===== config.mk =====
export PLATFORM = sky130hd
export DESIGN_NAME = unified_mem_arbiter
export DESIGN_NICKNAME = d
export VERILOG_FILES = /design/src/rtl/unified_mem_pkg.sv /design/src/rtl/mem_lane_align.sv /design/src/rtl/unified_mem_arbiter.sv
export SDC_FILE = /design/constraint.sdc
export NUM_CORES = 1
export LEC_CHECK = 0
export BUFFER_PORTS_ARGS = -buffer_cell sky130_fd_sc_hd__clkbuf_2
export CAP_MARGIN = 15
export CORE_AREA = 3 3 110 112
export CTS_CLUSTER_SIZE = 8
export DETAILED_ROUTE_END_ITERATION = 7
export DIE_AREA = 0 0 113 115
export PLACE_DENSITY = 0.68
export SETUP_SLACK_MARGIN = 0.15
export SYNTH_ARGS = -nofsm -noshare
export SYNTH_HDL_FRONTEND = slang
export SYNTH_SLANG_ARGS = --single-unit

===== constraint.sdc =====
create_clock -name CLK -period 3.7 [get_ports CLK]
set_clock_uncertainty 0.05 [all_clocks]
set_input_delay 0.555 -clock CLK [delete_from_list [all_inputs] [get_ports CLK]]
set_output_delay 0.555 -clock CLK [all_outputs]
set_load 0.01 [all_outputs]

===== src/rtl/unified_mem_pkg.sv =====
// Shared encodings and helpers for the unified I/D memory arbiter.
package unified_mem_pkg;

    localparam logic [1:0]  SZ_NONE      = 2'b00;
    localparam logic [1:0]  SZ_B         = 2'b01;
    localparam logic [1:0]  SZ_H         = 2'b10;
    localparam logic [1:0]  SZ_W         = 2'b11;
    localparam logic [31:0] NOP_INSN_DEF = 32'h0000_0013;

    typedef enum logic [1:0] {
        RK_NONE  = 2'b00,
        RK_FETCH = 2'b01,
        RK_LOAD  = 2'b10
    } rkind_e;

    function automatic logic [3:0] lane_mask(input logic [1:0] size, input logic [1:0] off);
        logic [3:0] m;
        case (size)
            SZ_B:    m = 4'b0001 << off;
            SZ_H:    m = off[1] ? 4'b1100 : 4'b0011;
            SZ_W:    m = 4'b1111;
            default: m = 4'b0000;
        endcase
        return m;
    endfunction

    function automatic logic [31:0] lane_data(input logic [1:0] size, input logic [31:0] data);
        logic [31:0] d;
        case (size)
            SZ_B:    d = {4{data[7:0]}};
            SZ_H:    d = {2{data[15:0]}};
            default: d = data;
        endcase
        return d;
    endfunction

endpackage


===== src/rtl/mem_lane_align.sv =====
// Load-return alignment: picks the addressed byte/half out of the SRAM word and extends it.
module mem_lane_align
    import unified_mem_pkg::*;
(
    input  logic [31:0] mrdata,
    input  logic [1:0]  r_off,
    input  logic [1:0]  r_size,
    input  logic        r_se,
    input  logic        r_bad,
    output logic [31:0] datai
);

    logic [31:0]        shifted;
    logic signed [7:0]  byte_s;
    logic signed [15:0] half_s;

    always_comb begin
        shifted = mrdata >> {r_off, 3'b000};
        byte_s  = shifted[7:0];
        half_s  = r_off[1] ? mrdata[31:16] : mrdata[15:0];
        datai   = '0;
        if (!r_bad) begin
            case (r_size)
                SZ_B:    datai = r_se ? {{24{byte_s[7]}}, byte_s}  : {24'h0, byte_s};
                SZ_H:    datai = r_se ? {{16{half_s[15]}}, half_s} : {16'h0, half_s};
                SZ_W:    datai = mrdata;
                default: datai = '0;
            endcase
        end
    end

endmodule


===== src/rtl/unified_mem_arbiter.sv =====
// Single-port SRAM shared by fetch and data ports; data always wins, fetch gets a NOP and IVALID=0.
module unified_mem_arbiter
    import unified_mem_pkg::*;
#(
    parameter int          ADDR_W   = 14,
    parameter logic [31:0] NOP_INSN = NOP_INSN_DEF
) (
    input  logic              CLK,
    input  logic              RSTN,
    input  logic [31:0]       IADDR,
    output logic [31:0]       IDATA,
    output logic              IVALID,
    input  logic [31:0]       DADDR,
    input  logic [31:0]       DATAO,
    input  logic [1:0]        DWE,
    input  logic [1:0]        DRE,
    input  logic              DSE,
    output logic [31:0]       DATAI,
    output logic              MCE,
    output logic [ADDR_W-1:0] MADDR,
    output logic [3:0]        MWE,
    output logic [31:0]       MWDATA,
    input  logic [31:0]       MRDATA,
    output logic              MISALIGN,
    output logic [31:0]       FSTALL_CNT
);

    logic       d_wr, d_req, d_bad;
    logic [1:0] d_size;

    rkind_e      r_kind_q, r_kind_d;
    logic [1:0]  r_off_q, r_off_d;
    logic [1:0]  r_size_q, r_size_d;
    logic        r_se_q, r_se_d;
    logic        r_bad_q, r_bad_d;
    logic        misalign_q, misalign_d;
    logic [31:0] fstall_q, fstall_d;
    logic        lane_kill;

    logic unused_addr_bits;
    assign unused_addr_bits = ^{IADDR[31:ADDR_W+2], DADDR[31:ADDR_W+2]};

    // Issue stage: classify the data request; a store with DRE also set is still a store.
    always_comb begin
        d_wr   = (DWE != SZ_NONE);
        d_size = d_wr ? DWE : DRE;
        d_req  = (d_size != SZ_NONE);
        d_bad  = ((d_size == SZ_H) && DADDR[0]) ||
                 ((d_size == SZ_W) && (DADDR[1:0] != 2'b00));
    end

    always_comb begin
        MCE    = RSTN && !(d_req && d_bad);
        MADDR  = d_req ? DADDR[ADDR_W+1:2] : IADDR[ADDR_W+1:2];
        MWE    = (RSTN && d_wr && !d_bad) ? lane_mask(DWE, DADDR[1:0]) : 4'b0000;
        MWDATA = lane_data(DWE, DATAO);
    end

    always_comb begin
        r_kind_d   = d_req ? (d_wr ? RK_NONE : RK_LOAD) : RK_FETCH;
        r_off_d    = DADDR[1:0];
        r_size_d   = DRE;
        r_se_d     = DSE;
        r_bad_d    = d_req && d_bad;
        misalign_d = misalign_q || (d_req && d_bad) ||
                     (!d_req && (IADDR[1:0] != 2'b00));
        fstall_d   = (d_req && (fstall_q != 32'hFFFF_FFFF)) ? fstall_q + 32'd1 : fstall_q;
    end

    always_ff @(posedge CLK or negedge RSTN) begin
        if (!RSTN) begin
            r_kind_q   <= RK_NONE;
            r_off_q    <= '0;
            r_size_q   <= '0;
            r_se_q     <= 1'b0;
            r_bad_q    <= 1'b0;
            misalign_q <= 1'b0;
            fstall_q   <= '0;
        end else begin
            r_kind_q   <= r_kind_d;
            r_off_q    <= r_off_d;
            r_size_q   <= r_size_d;
            r_se_q     <= r_se_d;
            r_bad_q    <= r_bad_d;
            misalign_q <= misalign_d;
            fstall_q   <= fstall_d;
        end
    end

    // Return stage: SRAM data from the previous issue is steered to whichever port owned it.
    always_comb begin
        IVALID     = (r_kind_q == RK_FETCH);
        IDATA      = IVALID ? MRDATA : NOP_INSN;
        lane_kill  = r_bad_q || (r_kind_q != RK_LOAD);
        MISALIGN   = misalign_q;
        FSTALL_CNT = fstall_q;
    end

    mem_lane_align u_align (
        .mrdata (MRDATA),
        .r_off  (r_off_q),
        .r_size (r_size_q),
        .r_se   (r_se_q),
        .r_bad  (lane_kill),
        .datai  (DATAI)
    );

endmodule


Word level (Yosys, flattened, before mapping):

Index checks and enable logic that the tools add are counted.

* flip-flop bits (word level): 41
* bits in latches: 0
* memory bits (writable): 0
* bits in read-only memories: 0
* output and inout port bits: 149
* logic and storage cells: 54
* memories: 0

* add/sub/neg operators: 1
* multipliers: 0
* div/mod/pow operators: 0
* magnitude comparators: 0
* equal/unequal tests: 11
* shift-type cells: 2
* mux-type cells: 14
* bitwise gates (word level): 0
* reduce and logical (&&, ||, !) cells: 19

Operators with widths (number)
* $mux 32: 4
* $pmux 32 s3: 1
* $pmux 32 s2: 1
* $add 32x1->32 const B: 1
* $ne 32x32->1 const B: 1
* $shr 32x5->8: 1
* $mux 16: 1
* $mux 14: 1
* $eq 2x2->1 const B: 6
* $pmux 4 s3: 1
* $logic_and 1x1->1: 8
* $mux 4: 2
* $reduce_bool 2->1: 4
* $eq 2x1->1 const B: 3
* $mux 2: 3
* $logic_or 1x1->1: 4
* $shl 1x2->4 const A: 1
* $logic_not 1->1: 3
* $ne 2x2->1 const B: 1

Logic depth before layout (Yosys ltp):

* word-level depth: 8
* gate-level depth with buffers: 10
* depth with buffers taken out: 8

By module:

Synthesis repeated with hierarchy kept, for this count alone.

* cell total of the unflattened synthesis: 425
* area, all modules: 3642.2 µm²

By module, submodules not included
* unified_mem_arbiter: instances 1, cells an instance 311, area each 2796.4 µm², seq. area each 1026.0 µm²
* mem_lane_align: instances 1, cells an instance 114, area each 845.8 µm², seq. area each 0.0 µm²

Least setup slack after synthesis:

OpenSTA, ideal clock, no wires.

* path type: input -> output
* start: input DWE[0]
* end: output MADDR[10]
* arrival: 1.823 ns
* path slack: 1.272 ns
* stages: 9
* path buffers: 2
* path through: inv_1 > ha_1 > buf_4 > nor3_2 > a21oi_4 > inv_4 > clkbuf_1 > nand2_1 > nand2_1

* longest elaborated chain between the ends: 4

Ends and longest elaborated chain
* start, declared: line unified_mem_arbiter.sv:15 `input logic [1:0] DWE,`
* $reduce_bool 2->1: line unified_mem_arbiter.sv:45 `d_wr = (DWE != SZ_NONE);`
* $mux 2 *: line unified_mem_arbiter.sv:46 `d_size = d_wr ? DWE : DRE;`
* $reduce_bool 2->1 *: line unified_mem_arbiter.sv:47 `d_req = (d_size != SZ_NONE);`
* $mux 14 *: line unified_mem_arbiter.sv:54 `MADDR = d_req ? DADDR[ADDR_W+1:2] : IADDR[ADDR_W+1:2];`
* end, declared: line unified_mem_arbiter.sv:20 `output logic [ADDR_W-1:0] MADDR,`

Every way passes the cells marked *; elsewhere a longest branch is shown, timed or not.

Worst setup path after layout:

* start: register r_size_q[1]
* end: output DATAI[1]

* longest elaborated chain between the ends: 3

Ends and longest elaborated chain
* start, declared: line unified_mem_arbiter.sv:33 `logic [1:0] r_size_q, r_size_d;`
* start signal, assigned: line unified_mem_arbiter.sv:82 `r_size_q <= r_size_d;`
* $eq 2x2->1 or $eq 2x1->1 (tied branches): line mem_lane_align.sv:23 `case (r_size)`
* $pmux 32 s3 *: line mem_lane_align.sv:23
* $mux 32 *: line mem_lane_align.sv:22 `if (!r_bad) begin`
* end, declared: line unified_mem_arbiter.sv:18 `output logic [31:0] DATAI,`

Marks and branches as above.

==> impl_metrics.yaml <==
status:
  run_status: "finished clean"
pwr:
  p_int_mw: 1.07
  swShare: 0.336
  total_power_mw: 1.61
  p_leak_nw: 2.62
  share_comb_of_total_power: 0.341
  p_clk_frac: 0.303
  irDropWorstVdd_v: 0.000237
  powerDensity_nw_per_um2: 320
  p_sw_mw: 0.540
  seqPwrFrac: 0.355
grt:
  grt_pass1_wl_mm: 18.3
  gr-total-overflow: 0
  track_usage: 0.169
  grt_max_degree: 34
  grt_pass1_vias: 3624
  antenna_found_initial: 0
synth:
  synth_largest_area_cell: "dfrtp_1"
  ys_top_cells_by_area: "dfrtp_1, nand2_1, mux2_2"
  yosysSeqAreaShare: 0.290
  yosysTopAreaCellShare: 0.290
  synth-seq-cells: 41
  syn_inst: 452
  synth_cell_types: 47
  synth.avg_cell_area_um2: 7.83
  syn_nets: 593
  syn_area_um2: 3540
  yosys_warnings: 0
run:
  maxCapViolations: 0
sta:
  slew-limit-headroom: 0.465
  setup_viol: 0
  final.period_utilization: 0.778
  fin_ws_ns: 0.822
  fmax_mhz: 348
  finalCriticalPeriod_ns: 2.88
  slew_violations: 0
  tns_ns: 0
  tightest_slew_ns: 0.803
  hold_viol_final: 0
  grt_setup_unrepaired: "no"
cts:
  post_cts_resized: 0
  h-tree-depth: 2
  path_clk_slew_ns: 0.06
  cts_tree: "built"
  clock_latency_ns: 0.28
  clockBufferDepth: 2
  cts_hold_buf: 0
  post_cts_buffers: 0
  cts_buffers: 5
  cts_root_buf: "clkbuf_16"
  clkSinkCount: 41
place:
  port_buffers: 251
  place_ws_ns: 0.953
  gp_congestion: 0.826
  placed_cells: 818
  hpwlAfterDp_mm: 9.78
worst_setup_path:
  crit_type: "reg2out"
  crit_arrival_ns: 2.27
  endpoint_kind: "output pin"
  cp.required_ns: 3.09
  startpoint_type: "register"
  cp_max_fo: 23
layout:
  multi_input_area_um2: 2270
  fin_util: 0.443
  final_common_cell: "clkbuf_2"
  syn2layout_area_growth_pct: 41.8
  diodes: 0
  fin_nets: 823
  final_cell_mix: "clkbuf_2, nand2_1, dfrtp_1, a21oi_1, nor2_1"
  final_layout_size_suffix_gt1_frac: 0.439
  seqCellArea_um2: 1030
  fill_cells: 1161
  fin_cells: 826
route:
  vias: 4042
  vias_per_cell: 4.89
  dr.pass1.iters: 4
  remaining_drc_errors: 0
  wire_per_inst_um: 14.6
  wl_mm: 12.0
  ant_nets: 0
  drt-initial-drc-count: 220
floorplan:
  ioPinCount: 284
  core_um2: 11300
  die_x_um: 113
  start_util: 0.313
  die_area_um2: 13000
  rows: 39
  dieHeight_um: 115
min_path:
  min_path_type: "in2async"
worst paths after layout:
| check | from | end | slack [ns] | cells past startpoint |
|---|---|---|---|---|
| setup / recovery | r_size_q[1] | DATAI[1] | 0.82 | 4 |
| min in group CLK | DSE | r_se_q | 0.33 | 1 |
| hold / removal | RSTN | FSTALL_CNT[1] | 0.08 | 1 |
| setup reg to reg | FSTALL_CNT[0] | FSTALL_CNT[31] | 1.47 | 6 |
| hold reg to reg | MISALIGN | MISALIGN | 0.43 | 1 |
| max in group asynchronous | RSTN | FSTALL_CNT[8] | 2.96 | 2 |
sequential cells by signal, indices dropped and copies added, names as in the netlist:
name and cells:
r_kind_q 2, r_off_q 2, r_size_q 2, r_bad_q 1, r_se_q 1, FSTALL_CNT 32
MISALIGN 1
Yosys cell counts, drive strengths merged:
| library cell | instances |
|---|---|
| a211o | 1 |
| a211oi | 2 |
| a21boi | 1 |
| a21o | 1 |
| a21oi | 38 |
| a222oi | 7 |
| a22o | 8 |
| a22oi | 8 |
| a311oi | 1 |
| a31oi | 1 |
| a41o | 1 |
| and2 | 32 |
| and3 | 5 |
| and4 | 2 |
| buf | 15 |
| clkbuf | 20 |
| dfrtp | 41 |
| ha | 6 |
| inv | 16 |
| mux2 | 23 |
| mux2i | 2 |
| mux4 | 1 |
| nand2 | 86 |
| nand2b | 8 |
| nand3 | 13 |
| nand4 | 16 |
| nand4b | 1 |
| nor2 | 36 |
| nor2b | 3 |
| nor3 | 8 |
| nor4 | 2 |
| o211ai | 2 |
| o21a | 1 |
| o21ai | 2 |
| o21ba | 1 |
| o22ai | 9 |
| or2 | 1 |
| or3 | 1 |
| xnor2 | 19 |
| xor2 | 11 |
critical path, stage by stage (launching register included):
cell and delay [ns]:
dfrtp_1 0.69, and2_1 0.74, a222oi_1 0.27, nor2_1 0.14
clkbuf_2 0.15
kinds of logic (layout without fill, tap and decap cells):
logic type | Yosys count | count (layout) | share of synthesized area
AOI/OAI and AO/OA | 84 | 84 | 0.164
xor gates and xnor gates | 30 | 30 | 0.0742
adders and majority gates | 6 | 6 | 0.0212
buffers and inverters | 51 | 282 | 0.0675
DFF | 41 | 41 | 0.290
muxes | 26 | 26 | 0.0852
and+or+nand+nor | 214 | 214 | 0.298
per-stage QoR:
| step | hold slack [ns] | instance area, um^2 |
|---|---|---|
| after floorplan | 0.209 | 3540 |
| after global placement | 0.390 | 4850 |
| after detailed placement | 0.391 | 4850 |
| after CTS | 0.0881 | 5020 |
| after global routing | 0.101 | 5020 |
| final | 0.0842 | 5020 |
metal layers:
metal / wire [um] / vias to the layer above / share of wire / GRT usage
li1: - / 2030 / - / -
met3: 797 / 2 / 0.066 / 0.0242
met2: 5910 / 155 / 0.49 / 0.295
met5: 0 / - / 0 / 0
met4: 54 / 0 / 0.0045 / 0.0353
met1: 5260 / 1855 / 0.44 / 0.224
power by group through the flow:
stage	Combinational [mW]	Clock [mW]	Sequential [mW]
floorplan	0.296	0	0.584
global placement	0.547	0	0.578
detailed placement	0.553	0	0.579
CTS	0.556	0.498	0.571
global route	0.608	0.520	0.582
finish	0.548	0.487	0.571
area by class of cell:
type | instances | share of cell area
Clock inverter | 2 | 0.00773
Timing Repair Buffer | 258 | 0.261
Multi-Input combinational cell | 360 | 0.453
Inverter | 16 | 0.0125
Sequential cell | 41 | 0.204
Clock buffer | 6 | 0.0257
Tap cell | 143 | 0.0357
Power figures use the tool's default switching activity.
